## src/rtl/cpu_pkg.sv

```systemverilog
// Shared core definitions: scoreboard entry layout, default widths and the x0 index.
package cpu_pkg;

  localparam int unsigned CPU_REG_ADDR_W = 5;
  localparam int unsigned CPU_DATA_W     = 32;

  localparam logic [CPU_REG_ADDR_W-1:0] CPU_X0 = '0;

  // One in-flight instruction as seen by the hazard logic.
  typedef struct packed {
    logic                      valid;
    logic [CPU_REG_ADDR_W-1:0] rd;
    logic                      wen;
    logic                      is_load;
  } sb_entry_t;

endpackage

```

## src/rtl/fwd_match.sv

```systemverilog
// Per-source hazard resolution: youngest matching in-flight writer, ready check
// and result select for one decode operand.
module fwd_match
  import cpu_pkg::*;
#(
  parameter int unsigned DATA_W           = CPU_DATA_W,
  parameter int unsigned REG_ADDR_W       = CPU_REG_ADDR_W,
  parameter int unsigned STAGES           = 3,
  parameter int unsigned LOAD_READY_STAGE = 1
) (
  input  sb_entry_t [STAGES-1:0]        i_entries,
  input  logic                          i_id_valid,
  input  logic                          i_src_used,
  input  logic [REG_ADDR_W-1:0]         i_src,
  input  logic [STAGES*DATA_W-1:0]      i_stage_result,
  output logic                          o_fwd_en_c,
  output logic [DATA_W-1:0]             o_fwd_data_c,
  output logic                          o_stall_c
);

  logic                      w_needed;
  logic                      w_hit;
  logic                      w_ready;
  logic [DATA_W-1:0]         w_data;
  logic [CPU_REG_ADDR_W-1:0] w_src;

  assign w_src    = CPU_REG_ADDR_W'(i_src);
  assign w_needed = i_id_valid & i_src_used & (w_src != CPU_X0);

  // Scan from stage 0 upward; the first hit is the youngest writer.
  always_comb begin
    w_hit   = 1'b0;
    w_ready = 1'b0;
    w_data  = '0;
    for (int unsigned k = 0; k < STAGES; k++) begin
      if (!w_hit && i_entries[k].valid && i_entries[k].wen && (i_entries[k].rd == w_src)) begin
        w_hit   = 1'b1;
        w_ready = !i_entries[k].is_load || (k >= LOAD_READY_STAGE);
        w_data  = i_stage_result[k*DATA_W +: DATA_W];
      end
    end
  end

  always_comb begin
    o_fwd_en_c   = 1'b0;
    o_fwd_data_c = '0;
    o_stall_c    = 1'b0;
    if (w_needed && w_hit) begin
      if (w_ready) begin
        o_fwd_en_c   = 1'b1;
        o_fwd_data_c = w_data;
      end else begin
        o_stall_c = 1'b1;
      end
    end
  end

endmodule

```

## src/rtl/hazard_scoreboard.sv

```systemverilog
// Decode-side hazard scoreboard: shadow pipeline of in-flight destinations,
// operand forwarding, load-use stall and a saturating stall-cycle counter.
module hazard_scoreboard
  import cpu_pkg::*;
#(
  parameter int unsigned DATA_W           = CPU_DATA_W,
  parameter int unsigned REG_ADDR_W       = CPU_REG_ADDR_W,
  parameter int unsigned STAGES           = 3,
  parameter int unsigned LOAD_READY_STAGE = 1
) (
  input  logic                     clk,
  input  logic                     rst_n,
  input  logic                     id_valid,
  input  logic [REG_ADDR_W-1:0]    id_rs1,
  input  logic [REG_ADDR_W-1:0]    id_rs2,
  input  logic                     id_rs1_used,
  input  logic                     id_rs2_used,
  input  logic [REG_ADDR_W-1:0]    id_rd,
  input  logic                     id_wen,
  input  logic                     id_is_load,
  input  logic                     flush,
  input  logic [STAGES*DATA_W-1:0] stage_result,
  output logic                     rs1_fwd_en,
  output logic                     rs2_fwd_en,
  output logic [DATA_W-1:0]        rs1_fwd_data,
  output logic [DATA_W-1:0]        rs2_fwd_data,
  output logic                     stall,
  output logic [31:0]              stall_count
);

  localparam logic [31:0] CNT_MAX = '1;

  sb_entry_t [STAGES-1:0] r_entries;
  sb_entry_t [STAGES-1:0] w_entries_nxt;
  logic [31:0]            r_stall_count;

  logic w_rs1_stall;
  logic w_rs2_stall;
  logic w_stall;

  fwd_match #(
    .DATA_W           (DATA_W),
    .REG_ADDR_W       (REG_ADDR_W),
    .STAGES           (STAGES),
    .LOAD_READY_STAGE (LOAD_READY_STAGE)
  ) u_rs1_match (
    .i_entries      (r_entries),
    .i_id_valid     (id_valid),
    .i_src_used     (id_rs1_used),
    .i_src          (id_rs1),
    .i_stage_result (stage_result),
    .o_fwd_en_c     (rs1_fwd_en),
    .o_fwd_data_c   (rs1_fwd_data),
    .o_stall_c      (w_rs1_stall)
  );

  fwd_match #(
    .DATA_W           (DATA_W),
    .REG_ADDR_W       (REG_ADDR_W),
    .STAGES           (STAGES),
    .LOAD_READY_STAGE (LOAD_READY_STAGE)
  ) u_rs2_match (
    .i_entries      (r_entries),
    .i_id_valid     (id_valid),
    .i_src_used     (id_rs2_used),
    .i_src          (id_rs2),
    .i_stage_result (stage_result),
    .o_fwd_en_c     (rs2_fwd_en),
    .o_fwd_data_c   (rs2_fwd_data),
    .o_stall_c      (w_rs2_stall)
  );

  assign w_stall = w_rs1_stall | w_rs2_stall;
  assign stall   = w_stall;

  // Shift: decode enters stage 0 unless stalled or flushed; flush also kills stage 0.
  always_comb begin
    w_entries_nxt    = '0;
    if (id_valid && !w_stall && !flush) begin
      w_entries_nxt[0] = '{valid: 1'b1, rd: CPU_REG_ADDR_W'(id_rd), wen: id_wen, is_load: id_is_load};
    end
    for (int unsigned k = 1; k < STAGES; k++) begin
      if (!(flush && (k == 1))) begin
        w_entries_nxt[k] = r_entries[k-1];
      end
    end
  end

  always_ff @(posedge clk or negedge rst_n) begin
    if (!rst_n) begin
      r_entries <= '0;
    end else begin
      r_entries <= w_entries_nxt;
    end
  end

  // A flushed cycle inserts a bubble and is not a stall cycle.
  always_ff @(posedge clk or negedge rst_n) begin
    if (!rst_n) begin
      r_stall_count <= '0;
    end else if (w_stall && !flush && (r_stall_count != CNT_MAX)) begin
      r_stall_count <= r_stall_count + 32'd1;
    end
  end

  assign stall_count = r_stall_count;

endmodule

```

## config.mk

```make
export PLATFORM = sky130hd
export DESIGN_NAME = hazard_scoreboard
export DESIGN_NICKNAME = d
export VERILOG_FILES = /design/src/rtl/cpu_pkg.sv /design/src/rtl/fwd_match.sv /design/src/rtl/hazard_scoreboard.sv
export SDC_FILE = /design/constraint.sdc
export NUM_CORES = 1
export LEC_CHECK = 0
export CAP_MARGIN = 20
export CELL_PAD_IN_SITES_DETAIL_PLACEMENT = 0
export CELL_PAD_IN_SITES_GLOBAL_PLACEMENT = 1
export CORE_MARGIN = 3
export CORE_UTILIZATION = 40
export CTS_CLUSTER_DIAMETER = 40
export DETAILED_ROUTE_END_ITERATION = 8
export DONT_BUFFER_PORTS = 1
export GPL_TIMING_DRIVEN = 0
export PLACE_DENSITY_LB_ADDON = 0.3
export SYNTH_ARGS = -nofsm -noshare
export SYNTH_HDL_FRONTEND = slang
export SYNTH_HIERARCHICAL = 1
export SYNTH_SLANG_ARGS = --single-unit
```

## constraint.sdc

```tcl
create_clock -name clk -period 3.55 [get_ports clk]
set_input_delay 0.355 -clock clk [delete_from_list [all_inputs] [get_ports clk]]
set_output_delay 0.355 -clock clk [all_outputs]
set_load 0.02 [all_outputs]
```

==> load_flow_metrics.sql <==
INSERT INTO impl_metrics (metric_group, metric, value, unit) VALUES
('die', 'fp.coreArea', '10000', 'um^2'),
('timing', 'whs', '149', 'ps'),
('job', 'cap_violations', '0', ''),
('critical_path', 'worst_ep_arrival_time', '3420', 'ps'),
('synth', 'syn_area_per_cell', '8.91', 'um^2'),
('placed_design', 'dp_hpwl', '10600', 'um'),
('die', 'start_util', '42.0', '%'),
('synth', 'synthesis.instances', '471', ''),
('route', 'final_wl', '14100', 'um'),
('timing', 'timing.fmax', '314', 'MHz'),
('die', 'floorplan.die.height', '108', 'um'),
('layout', 'most-common-layout-cells', '80 x sky130_fd_sc_hd__nor2_1, 64 x sky130_fd_sc_hd__a221oi_1, 54 x sky130_fd_sc_hd__dfrtp_1', ''),
('global_route', 'grt_overflow_total', '0', ''),
('timing', 'period_minus_slack', '3190', 'ps'),
('route', 'drt-pass1-iter-count', '5', ''),
('cts', 'cts_setup_buffers', '0', ''),
('layout', 'post-route-util', '45.3', '%'),
('critical_path', 'worstSetupEndpointType', 'register', ''),
('synth', 'ys_warn_count', '6', ''),
('critical_path', 'sequence_of_cells_on_the_critical_path', 'xor2_1 > nor4_4 > and2_4 > buf_6 > buf_2 > and3_1 > o21bai_1 > nor2_1 > o311ai_1 > buf_2 > nor3_1 > xor2_1', ''),
('die', 'rows', '36', ''),
('critical_path', 'worst_ep_required_time', '3780', 'ps'),
('route', 'detail_route.vias_per_cell', '6.29', ''),
('placed_design', 'io_buffer_count', '0', ''),
('route', 'antenna_left', '0', ''),
('cts', 'cts_htree_levels', '2', ''),
('timing', 'setup_viol_count_final', '0', ''),
('timing', 'report.final.hold_viol_count', '0', ''),
('placed_design', 'globalplace.congestion', '0.818', ''),
('cts', 'max-clock-path-buffers', '2', ''),
('route', 'total_number_of_vias', '3880', ''),
('global_route', 'via_count_of_the_first_global_routing_pass', '3886', ''),
('critical_path', 'critical_path_class', 'reg2reg', ''),
('timing', 'min_period_over_period', '89.8', '%'),
('cts', 'tritoncts', 'done', ''),
('cts', 'clk_pin_slew_worst_paths', '110', 'ps'),
('power_and_ir_drop', 'pwr_density', '249', 'nW/um^2'),
('global_route', 'global_route_wire_length_before_repair', '21000', 'um'),
('timing', 'timing.final.max_slew_violations', '0', ''),
('synth', 'synth.cell_area', '4200', 'um^2'),
('cts', 'clock-root-buffer', 'sky130_fd_sc_hd__clkbuf_8', ''),
('critical_path', 'path_buf_inv', '3', ''),
('cts', 'clk_latency', '320', 'ps'),
('min_path', 'min-delay-path-class', 'in2reg', ''),
('power_and_ir_drop', 'total_leakage_power', '1.71', 'nW'),
('run_status', 'status', 'completed', ''),
('route', 'route.detailed.drc', '0', ''),
('timing', 'timing.max_slew.rel_slack', '40.5', '%'),
('cts', 'cts_hold_repair.buffers', '2', ''),
('layout', 'num-nets-final', '601', ''),
('route', 'drt-wirelength-per-cell', '22.8', 'um'),
('layout', 'final_cell_area', '4530', 'um^2'),
('global_route', 'largest_net_degree_at_the_start_of_global_routing', '55', ''),
('critical_path', 'critical-path-slowest-cell', 'sky130_fd_sc_hd__dfrtp_1', ''),
('layout', 'most_frequent_standard_cell_in_the_layout_excluding_fill_and_tap_cells', 'sky130_fd_sc_hd__nor2_1', ''),
('cts', 'cts_inserted_buffers', '5', ''),
('critical_path', 'startpoint_type', 'register', ''),
('cts', 'cts_resized', '0', ''),
('critical_path', 'timing.critical_path.fanout_max', '10', ''),
('power_and_ir_drop', 'max-vdd-ir-drop', '0.320', 'mV'),
('timing', 'fin_worst_skew', '16.1', 'ps'),
('die', 'floorplan.die.width', '108', 'um'),
('synth', 'net_count_of_the_mapped_netlist', '591', ''),
('global_route', 'gr-usage-all-layers', '22.5', '%'),
('route', 'first_iter_violations', '531', ''),
('global_route', 'antenna_found_initial', '2', ''),
('cts', 'cts.sinks', '54', ''),
('die', 'die_area', '11800', 'um^2'),
('critical_path', 'slowest_delay', '430', 'ps'),
('timing', 'tightestPinTransition', '886', 'ps'),
('layout', 'final_cell_count_no_fill', '617', ''),
('timing', 'grt_setup_unrepaired', 'false', ''),
('placed_design', 'place_area', '4360', 'um^2'),
('layout', 'post_route_cells_drive_above_1_share', '16.2', '%'),
('critical_path', 'cp_top_family', 'simple AND/OR/NAND/NOR gates', ''),
('layout', 'area_growth', '7.90', '%'),
('placed_design', 'placed_cells_incl_taps', '604', ''),
('timing', 'fin_setup_tns', '0', 'ps'),
('die', 'num_io_pins', '218', '');
==> routing by layer <==
layer | global-route usage [%] | wire length [um] | vias to the layer above
met5 | 0 | 0 | -
met4 | 6.58 | 233 | 0
met3 | 8.36 | 1650 | 20
met2 | 39.5 | 7060 | 212
met1 | 25.4 | 5120 | 1863
li1 | - | - | 1785
==> worst paths after layout <==
kind	cells after the start	slack, ps	end	start
worst max-delay path	12	360	stall_count[29]	r_entries[3]
worst min-delay path	1	150	r_entries[2]	id_rd[0]
worst max register to register	12	360	stall_count[29]	r_entries[3]
worst min register to register	0	400	r_entries[17]	r_entries[9]
max in group asynchronous	2	2770	stall_count[16]	rst_n
min in group asynchronous	2	530	r_entries[6]	rst_n
==> layout make-up <==
cell class              count  area, um^2
fillers                  1000        5470
multi-input cells         375        2600
flip-flops and latches     54        1350
plain buffers              36         226
well taps                 133         166
clock buffers               5        68.8
clock inverters             3        48.8
repair buffers              3        42.5
inverters                   6        22.5
diodes                      2        5.00
==> state kept, by name (all words and copies together) (netlist names) <==
name / flops
r_entries: 22
stall_count: 32
==> power by group <==
part	switching (mW)	total (mW)	internal, mW
Sequential	0.00724	0.630	0.623
Clock	0.217	0.432	0.215
Combinational	0.0364	0.0651	0.0288
==> through the flow <==
stage / setup WS (ps) / total power, mW
finish: 361 / 1.13
floorplan: 922 / 0.683
global placement: 269 / 0.690
global route: 92.9 / 1.18
CTS: 185 / 1.15
detailed placement: 239 / 0.692
Power figures use the tool's default switching activity.
